$ cat src/rtl/acq_trigger_sequencer_pkg.sv
// -----------------------------------------------------------------------------
// acq_pkg
// Shared types and constants for the acquisition trigger sequencer.
//   acq_state_t  : capture sequencer states
//   EDGE_RISING  : trig_edge encoding for a rising crossing
//   EDGE_FALLING : trig_edge encoding for a falling crossing
// -----------------------------------------------------------------------------
package acq_pkg;

    typedef enum logic [2:0] {
        IDLE  = 3'd0,
        PRE   = 3'd1,
        ARMED = 3'd2,
        POST  = 3'd3,
        DONE  = 3'd4
    } acq_state_t;

    localparam logic EDGE_RISING  = 1'b0;
    localparam logic EDGE_FALLING = 1'b1;

endpackage

$ cat src/rtl/acq_trigger_sequencer_level_cross_detect.sv
// -----------------------------------------------------------------------------
// level_cross_detect
// Tracks the previous valid sample and flags a level crossing between it and
// the current valid sample.
//   clk, rst       : clock, synchronous active-high reset
//   clear          : forget the previous sample (new capture starting)
//   sample_en      : previous-sample register may update this cycle
//   in_data_valid  : sample strobe
//   in_data        : current sample
//   level          : crossing threshold
//   trig_edge      : EDGE_RISING / EDGE_FALLING
//   hit            : current valid sample completes a crossing
// -----------------------------------------------------------------------------
module level_cross_detect
    import acq_pkg::*;
#(
    parameter int DATA_WIDTH      = 16,
    parameter bit TWOS_COMPLEMENT = 1'b0
) (
    input  logic                  clk,
    input  logic                  rst,
    input  logic                  clear,
    input  logic                  sample_en,
    input  logic                  in_data_valid,
    input  logic [DATA_WIDTH-1:0] in_data,
    input  logic [DATA_WIDTH-1:0] level,
    input  logic                  trig_edge,
    output logic                  hit
);

    logic [DATA_WIDTH-1:0] prev;
    logic                  prev_valid;
    logic                  prev_lt;
    logic                  prev_gt;
    logic                  cur_ge;
    logic                  cur_le;

    // NOTE: sequential state uses non-blocking assignments so every register
    // samples the pre-edge values of its neighbours, whatever the block order.
    always_ff @(posedge clk) begin
        if (rst) begin
            prev       <= '0;
            prev_valid <= 1'b0;
        end else if (clear) begin
            prev_valid <= 1'b0;
        end else if (sample_en && in_data_valid) begin
            prev       <= in_data;
            prev_valid <= 1'b1;
        end
    end

    // NOTE: every combinational output is given a default before any branch,
    // so no path leaves a signal unassigned and no latch is inferred.
    always_comb begin
        prev_lt = 1'b0;
        prev_gt = 1'b0;
        cur_ge  = 1'b0;
        cur_le  = 1'b0;
        if (TWOS_COMPLEMENT) begin
            prev_lt = $signed(prev)    <  $signed(level);
            prev_gt = $signed(prev)    >  $signed(level);
            cur_ge  = $signed(in_data) >= $signed(level);
            cur_le  = $signed(in_data) <= $signed(level);
        end else begin
            prev_lt = prev    <  level;
            prev_gt = prev    >  level;
            cur_ge  = in_data >= level;
            cur_le  = in_data <= level;
        end
    end

    // A crossing needs two samples: the first one after a clear only primes prev.
    assign hit = in_data_valid && prev_valid &&
                 ((trig_edge == EDGE_FALLING) ? (prev_gt && cur_le)
                                              : (prev_lt && cur_ge));

endmodule

$ cat src/rtl/acq_trigger_sequencer.sv
// -----------------------------------------------------------------------------
// acq_trigger_sequencer
// Oscilloscope-style capture controller between the ADC stream and the DMA
// writer: pre-trigger fill, armed wait, post-trigger fill, completion.
//   clk, rst               : clock, synchronous active-high reset
//   start / abort          : one-cycle arm / cancel requests from the HPS
//   auto_rearm             : restart the pre-fill straight after DONE
//   pre_samples            : valid samples stored before arming
//   post_samples           : valid samples stored after the trigger sample
//   trigger_level          : crossing threshold
//   trig_edge              : 0 = rising, 1 = falling
//   in_data_valid, in_data : sample stream
//   in_dma_master_address  : DMA address of the current sample
//   capture_en             : DMA write enable for the current sample
//   busy / armed           : state != IDLE / state == ARMED
//   done / aborted         : one-cycle completion / cancel pulses
//   trig_address           : DMA address of the trigger sample
// -----------------------------------------------------------------------------
module acq_trigger_sequencer
    import acq_pkg::*;
#(
    parameter int DATA_WIDTH      = 16,
    parameter int ADDR_WIDTH      = 32,
    parameter int CNT_WIDTH       = 16,
    parameter bit TWOS_COMPLEMENT = 1'b0
) (
    input  logic                  clk,
    input  logic                  rst,
    input  logic                  start,
    input  logic                  abort,
    input  logic                  auto_rearm,
    input  logic [CNT_WIDTH-1:0]  pre_samples,
    input  logic [CNT_WIDTH-1:0]  post_samples,
    input  logic [DATA_WIDTH-1:0] trigger_level,
    input  logic                  trig_edge,
    input  logic                  in_data_valid,
    input  logic [DATA_WIDTH-1:0] in_data,
    input  logic [ADDR_WIDTH-1:0] in_dma_master_address,
    output logic                  capture_en,
    output logic                  busy,
    output logic                  armed,
    output logic                  done,
    output logic                  aborted,
    output logic [ADDR_WIDTH-1:0] trig_address
);

    acq_state_t            state;
    acq_state_t            state_next;

    logic [CNT_WIDTH-1:0]  cnt;
    logic [CNT_WIDTH-1:0]  cnt_inc;
    logic [CNT_WIDTH-1:0]  sh_pre;
    logic [CNT_WIDTH-1:0]  sh_post;
    logic [DATA_WIDTH-1:0] sh_level;
    logic                  sh_edge;

    logic                  sample_en;
    logic                  hit;
    logic                  pre_reached;
    logic                  post_reached;

    // Control strobes from the next-state logic to the datapath registers.
    logic                  load_cfg;
    logic                  cnt_clr;
    logic                  cnt_step;
    logic                  trig_load;
    logic                  abort_set;

    // Saturating increment: the counter parks at all-ones instead of wrapping.
    assign cnt_inc = (cnt == {CNT_WIDTH{1'b1}}) ? cnt : cnt + CNT_WIDTH'(1);

    // A window closes on the sample that brings the count to its target; a
    // zero-length window is already satisfied on entry and lasts one cycle.
    assign pre_reached  = (cnt == sh_pre)  || (in_data_valid && (cnt_inc == sh_pre));
    assign post_reached = (cnt == sh_post) || (in_data_valid && (cnt_inc == sh_post));

    assign sample_en  = (state == PRE) || (state == ARMED) || (state == POST);
    assign capture_en = in_data_valid && sample_en;
    assign busy       = (state != IDLE);
    assign armed      = (state == ARMED);
    assign done       = (state == DONE);
    // aborted is a register driven directly from the datapath block below.

    level_cross_detect #(
        .DATA_WIDTH      (DATA_WIDTH),
        .TWOS_COMPLEMENT (TWOS_COMPLEMENT)
    ) u_detect (
        .clk           (clk),
        .rst           (rst),
        .clear         (load_cfg),
        .sample_en     (sample_en),
        .in_data_valid (in_data_valid),
        .in_data       (in_data),
        .level         (sh_level),
        .trig_edge     (sh_edge),
        .hit           (hit)
    );

    always_ff @(posedge clk) begin
        if (rst) state <= IDLE;
        else     state <= state_next;
    end

    always_comb begin
        state_next = state;
        load_cfg   = 1'b0;
        cnt_clr    = 1'b0;
        cnt_step   = 1'b0;
        trig_load  = 1'b0;
        abort_set  = 1'b0;
        unique case (state)
            IDLE: begin
                // abort wins over a simultaneous start and produces no pulse
                if (start && !abort) begin
                    load_cfg   = 1'b1;
                    cnt_clr    = 1'b1;
                    state_next = PRE;
                end
            end
            PRE: begin
                if (abort) begin
                    abort_set  = 1'b1;
                    state_next = IDLE;
                end else begin
                    cnt_step = in_data_valid;
                    if (pre_reached) state_next = ARMED;
                end
            end
            ARMED: begin
                if (abort) begin
                    abort_set  = 1'b1;
                    state_next = IDLE;
                end else if (hit) begin
                    trig_load  = 1'b1;
                    cnt_clr    = 1'b1;   // the trigger sample is not a post sample
                    state_next = POST;
                end
            end
            POST: begin
                if (abort) begin
                    abort_set  = 1'b1;
                    state_next = IDLE;
                end else begin
                    cnt_step = in_data_valid;
                    if (post_reached) state_next = DONE;
                end
            end
            DONE: begin
                // done is already showing this cycle; abort only cancels the rearm
                abort_set = abort;
                if (auto_rearm && !abort) begin
                    load_cfg   = 1'b1;
                    cnt_clr    = 1'b1;
                    state_next = PRE;
                end else begin
                    state_next = IDLE;
                end
            end
            default: state_next = IDLE;
        endcase
    end

    always_ff @(posedge clk) begin
        if (rst) begin
            cnt          <= '0;
            sh_pre       <= '0;
            sh_post      <= '0;
            sh_level     <= '0;
            sh_edge      <= EDGE_RISING;
            trig_address <= '0;
            aborted      <= 1'b0;
        end else begin
            aborted <= abort_set;
            if (load_cfg) begin
                sh_pre   <= pre_samples;
                sh_post  <= post_samples;
                sh_level <= trigger_level;
                sh_edge  <= trig_edge;
            end
            if (cnt_clr)       cnt <= '0;
            else if (cnt_step) cnt <= cnt_inc;
            if (trig_load) trig_address <= in_dma_master_address;
        end
    end

endmodule

$ cat config.mk
export PLATFORM = sky130hd
export DESIGN_NAME = acq_trigger_sequencer
export DESIGN_NICKNAME = d
export VERILOG_FILES = /design/src/rtl/acq_trigger_sequencer_pkg.sv /design/src/rtl/acq_trigger_sequencer_level_cross_detect.sv /design/src/rtl/acq_trigger_sequencer.sv
export SDC_FILE = /design/constraint.sdc
export NUM_CORES = 1
export LEC_CHECK = 0
export CAP_MARGIN = 20
export CORE_MARGIN = 4
export CORE_UTILIZATION = 45
export CTS_BUF_LIST = sky130_fd_sc_hd__clkbuf_2 sky130_fd_sc_hd__clkbuf_4 sky130_fd_sc_hd__clkbuf_8
export DETAILED_ROUTE_END_ITERATION = 6
export PLACE_DENSITY = 0.73
export SLEW_MARGIN = 30
export SYNTH_ARGS = -nofsm -noshare
export SYNTH_HDL_FRONTEND = slang
export SYNTH_SLANG_ARGS = --single-unit
$ cat constraint.sdc
create_clock -name clk -period 4.2 [get_ports clk]
set_input_delay 0.63 -clock clk [delete_from_list [all_inputs] [get_ports clk]]
set_output_delay 0.63 -clock clk [all_outputs]
set_load 0.01 [all_outputs]
==> impl_summary.log <==
INFO  metric outcome = complete, no violations
INFO  metric cap_viol_max_count = 0
INFO  metric io_buffer_count = about 140
INFO  metric top_usage_layer = met2
INFO  metric die-width = approximately 130 microns
INFO  metric cts_max_path_buffers = 2
INFO  metric power = roughly 0.0029 W
INFO  metric yosys_warnings = 0
INFO  metric dieArea = around 16000 sq um
INFO  metric synth_fp_nets = 913
INFO  metric routed_wl = around 17 mm
INFO  metric cts_tree = yes
INFO  metric track_usage = 21.5%
INFO  metric postCtsSetupBuffers = 0
INFO  metric vdd_ir_drop_max = roughly 0.27 mV
INFO  metric clock_insertion_delay_worst_skew = 0.44 ns
INFO  metric numClockSinks = about 120
INFO  metric floorplan.io_pins = 140
INFO  metric grt_first_pass_wirelength = around 28 mm
INFO  metric dr.first_iter.drc_count = between 200 and 300
INFO  metric finish.net_count = 1030
INFO  metric pwr-share-seq = 43.6%
INFO  metric cp_data_arrival_time = 3.94 ns
INFO  metric synth_sequential_area_ratio = 37.9%
INFO  metric finalClockSkew = approximately 0.016 ns
INFO  metric setup_violations = 0
INFO  metric synthToLayoutAreaGrowth = 29.3%
INFO  metric wl_per_cell = 15.6 microns
INFO  metric maxClockFrequency = about 0.28 GHz
INFO  metric ys_seq_elements = roughly 120
INFO  metric r2r-start = cnt[1]$_SDFFE_PP0P_
INFO  metric hold_path_class = register to register
INFO  metric swShare = roughly 33%
INFO  metric crit_path_start = cnt[1]$_SDFFE_PP0P_
INFO  metric core_area = 13400 sq um
INFO  metric die-height = ~130 microns
INFO  metric worstSetupEndpointType = register
INFO  metric clock_tree.root_cell = clkbuf_8
INFO  metric critPathRequiredTime = between 4 and 5 ns
INFO  metric hold_path_startpoint = sh_level[11]$_SDFFE_PP0P_
INFO  metric pwr-share-clk = between 30% and 40%
INFO  metric vias = 5643
INFO  metric power.static_leakage = about 3.2 nW
INFO  metric netlist_area = between 6000 and 7000 sq um
INFO  metric hold_buffers = 0
INFO  metric period_minus_slack = 3.62 ns
INFO  metric grt_setup_unrepaired = no
INFO  metric groute.layer.met1.usage = between 20 and 30%
INFO  metric ctsHtreeMaxLevel = 4
INFO  metric grt_start_max_net_pins = 61
INFO  metric drc = 0
INFO  metric gp_congestion = approximately 0.98
INFO  metric reg2reg_setup_slack = slightly below 0.6 ns
INFO  metric post_synth_inst_count = 777
INFO  metric power_density_of_the_placed_cells = ~360 nW/um^2
INFO  metric initial_utilization = a little under half
INFO  metric intPower = around 0.002 W
INFO  metric detail-route-antenna-nets = 0
INFO  metric detailed_place_hpwl = between 10 and 15 mm
INFO  metric antenna_cells_inserted = 0
INFO  metric postCtsResizedCells = 0
INFO  metric post_synth.cell_area_avg = around 8 sq um
INFO  metric vias_per_cell = 5.21
INFO  metric drtPass1Iterations = 5
INFO  metric combPwrFrac = about a quarter
INFO  metric cts-buffers-inserted = 17
INFO  metric grtUsageMet2 = between 30% and 40%
INFO  metric path_max_fanout = 9
INFO  metric grtUsageMet3 = 9.48%
INFO  metric antenna_found_initial = 0
INFO  metric critPathKind = register to register
INFO  metric final.period_utilization = 86.1%
INFO  metric first_global_vias = 5575
INFO  metric layout-drive-gt1-share = ~5.8%
INFO  metric slew_headroom = 39.3%
INFO  metric critPathLaunchType = register
INFO  metric fillerInstances = 1252
INFO  metric final_hold_viol_count = 0
INFO  metric synthArstFlopShare = 0%
INFO  metric timing_max_transition_violations_final = 0
INFO  metric grt_remaining_overflow = 0
INFO  metric synthDistinctLibCells = 45
INFO  metric placementRows = 42
INFO  metric synthFlopType = dfxtp_1
INFO  metric timing_worst_slew_pin_value = ~0.9 ns
INFO  metric clkTransAtPathRegs = 0.08 ns
INFO  metric total_switching_power = 0.000958 W
INFO  metric setup-tns-final = 0 ns
INFO  metric synth_edf_count = 0
-- metrics by stage --
step                setup WS, ns  hold slack [ns]  instances  util, %  area (sq um)
floorplan                   1.09            0.436        777        -          6230
global placement           0.566            0.442       1051     57.6          7710
detailed placement         0.506            0.446       1051     57.6          7710
CTS                        0.647            0.456       1083     60.1          8060
global route               0.304            0.478       1083     60.1          8060
finish                     0.584            0.457       1083     60.1          8060
-- power groups by stage --
stage | clock network [W] | registers [W] | logic [W]
3_3_place_gp | 0 | 0.00129 | 0.000731
2_1_floorplan | 0 | 0.00126 | 0.000494
5_1_grt | 0.000972 | 0.00128 | 0.000834
4_1_cts | 0.000928 | 0.00127 | 0.000745
3_5_place_dp | 0 | 0.00130 | 0.000738
6_report | 0.000901 | 0.00127 | 0.000745
-- flip-flops by register name, indices dropped and copies added (netlist names) --
name / count
state: 3
cnt: 16
sh_post: 16
aborted: 1
sh_pre: 16
trig_address: 32
sh_level: 16
u_detect.prev_valid: 1
u_detect.prev: 16
sh_edge: 1
-- synthesized netlist by cell type, drive strengths merged (10+ instances only) --
library cell  count  area, sq um
clkbuf           32          120
nand3            12         65.1
a21oi            80          400
ha               33          413
dfxtp           118         2360
xnor2            46          403
mux2i            38          380
buf              19          104
nor2             73          274
nand2           153          574
nor3             10         50.1
inv              24         90.1
nand4            25          186
o21ai            18         90.1
xor2             19          166
a21o             13         97.6
-- cell usage in the layout (no fill, tap or decap), drive strengths merged, types with 5 or more instances in the layout --
cell / count
nand4: 25
nor2: 73
nand2b: 6
mux2i: 38
clkdlybuf4s50: 138
a21o: 13
nor4: 8
buf: 11
clkinvlp: 6
o21ai: 18
inv: 26
xor2: 19
ha: 33
dfxtp: 118
clkinv: 7
or4: 5
nand3: 12
clkbuf: 18
nor3: 10
a21oi: 80
nand2: 153
xnor2: 46
-- critical path: stages (launching register included) --
cell and delay, ns:
dfxtp_1 0.56, ha_1 0.36, nand4_1 0.30, nor3_1 0.32, mux2i_1 0.33, xor2_1 0.23, o211ai_1 0.12, or4_1 0.57
o41ai_2 0.41, nand2_1 0.15, mux2i_1 0.16
-- cell families (layout without fill, tap and decap cells) --
kind of cell	count (synthesis)	after routing	share of synthesized area, %
xor gates and xnor gates	65	65	9.13
muxes	38	38	6.10
buffers and inverters	76	206	5.10
DFF	118	118	37.9
adders and majority gates	33	33	6.62
AOI/OAI and AO/OA	133	133	12.3
and+or+nand+nor	314	314	22.9
-- final timing paths --
kind | to | cells past startpoint
setup reg to reg | state[0]$_SDFFE_PP0P_ | 10
hold reg to reg | sh_level[11]$_SDFFE_PP0P_ | 2
setup / recovery | state[0]$_SDFFE_PP0P_ | 10
hold / removal | sh_level[11]$_SDFFE_PP0P_ | 2
-- area by class of cell --
| cell class | count | area (sq um) | share of cell area, % |
|---|---|---|---|
| Inverter | 25 | 93.8 | 1.16 |
| Sequential cell | 118 | 2360 | 29.3 |
| Clock buffer | 18 | 241 | 3.00 |
| Clock inverter | 14 | 104 | 1.29 |
| Multi-Input combinational cell | 583 | 3560 | 44.2 |
| Timing Repair Buffer | 149 | 1480 | 18.3 |
| Tap cell | 176 | 220 | 2.73 |
-- per-layer routing --
metal	wire, microns	vias to the layer above	share of wire [%]
li1	-	2871	-
met1	7600	2552	45
met2	7380	199	44
met3	1610	21	9.5
met4	264	0	1.6
met5	0	-	0
No activity file was read; power rests on OpenSTA's default activity.
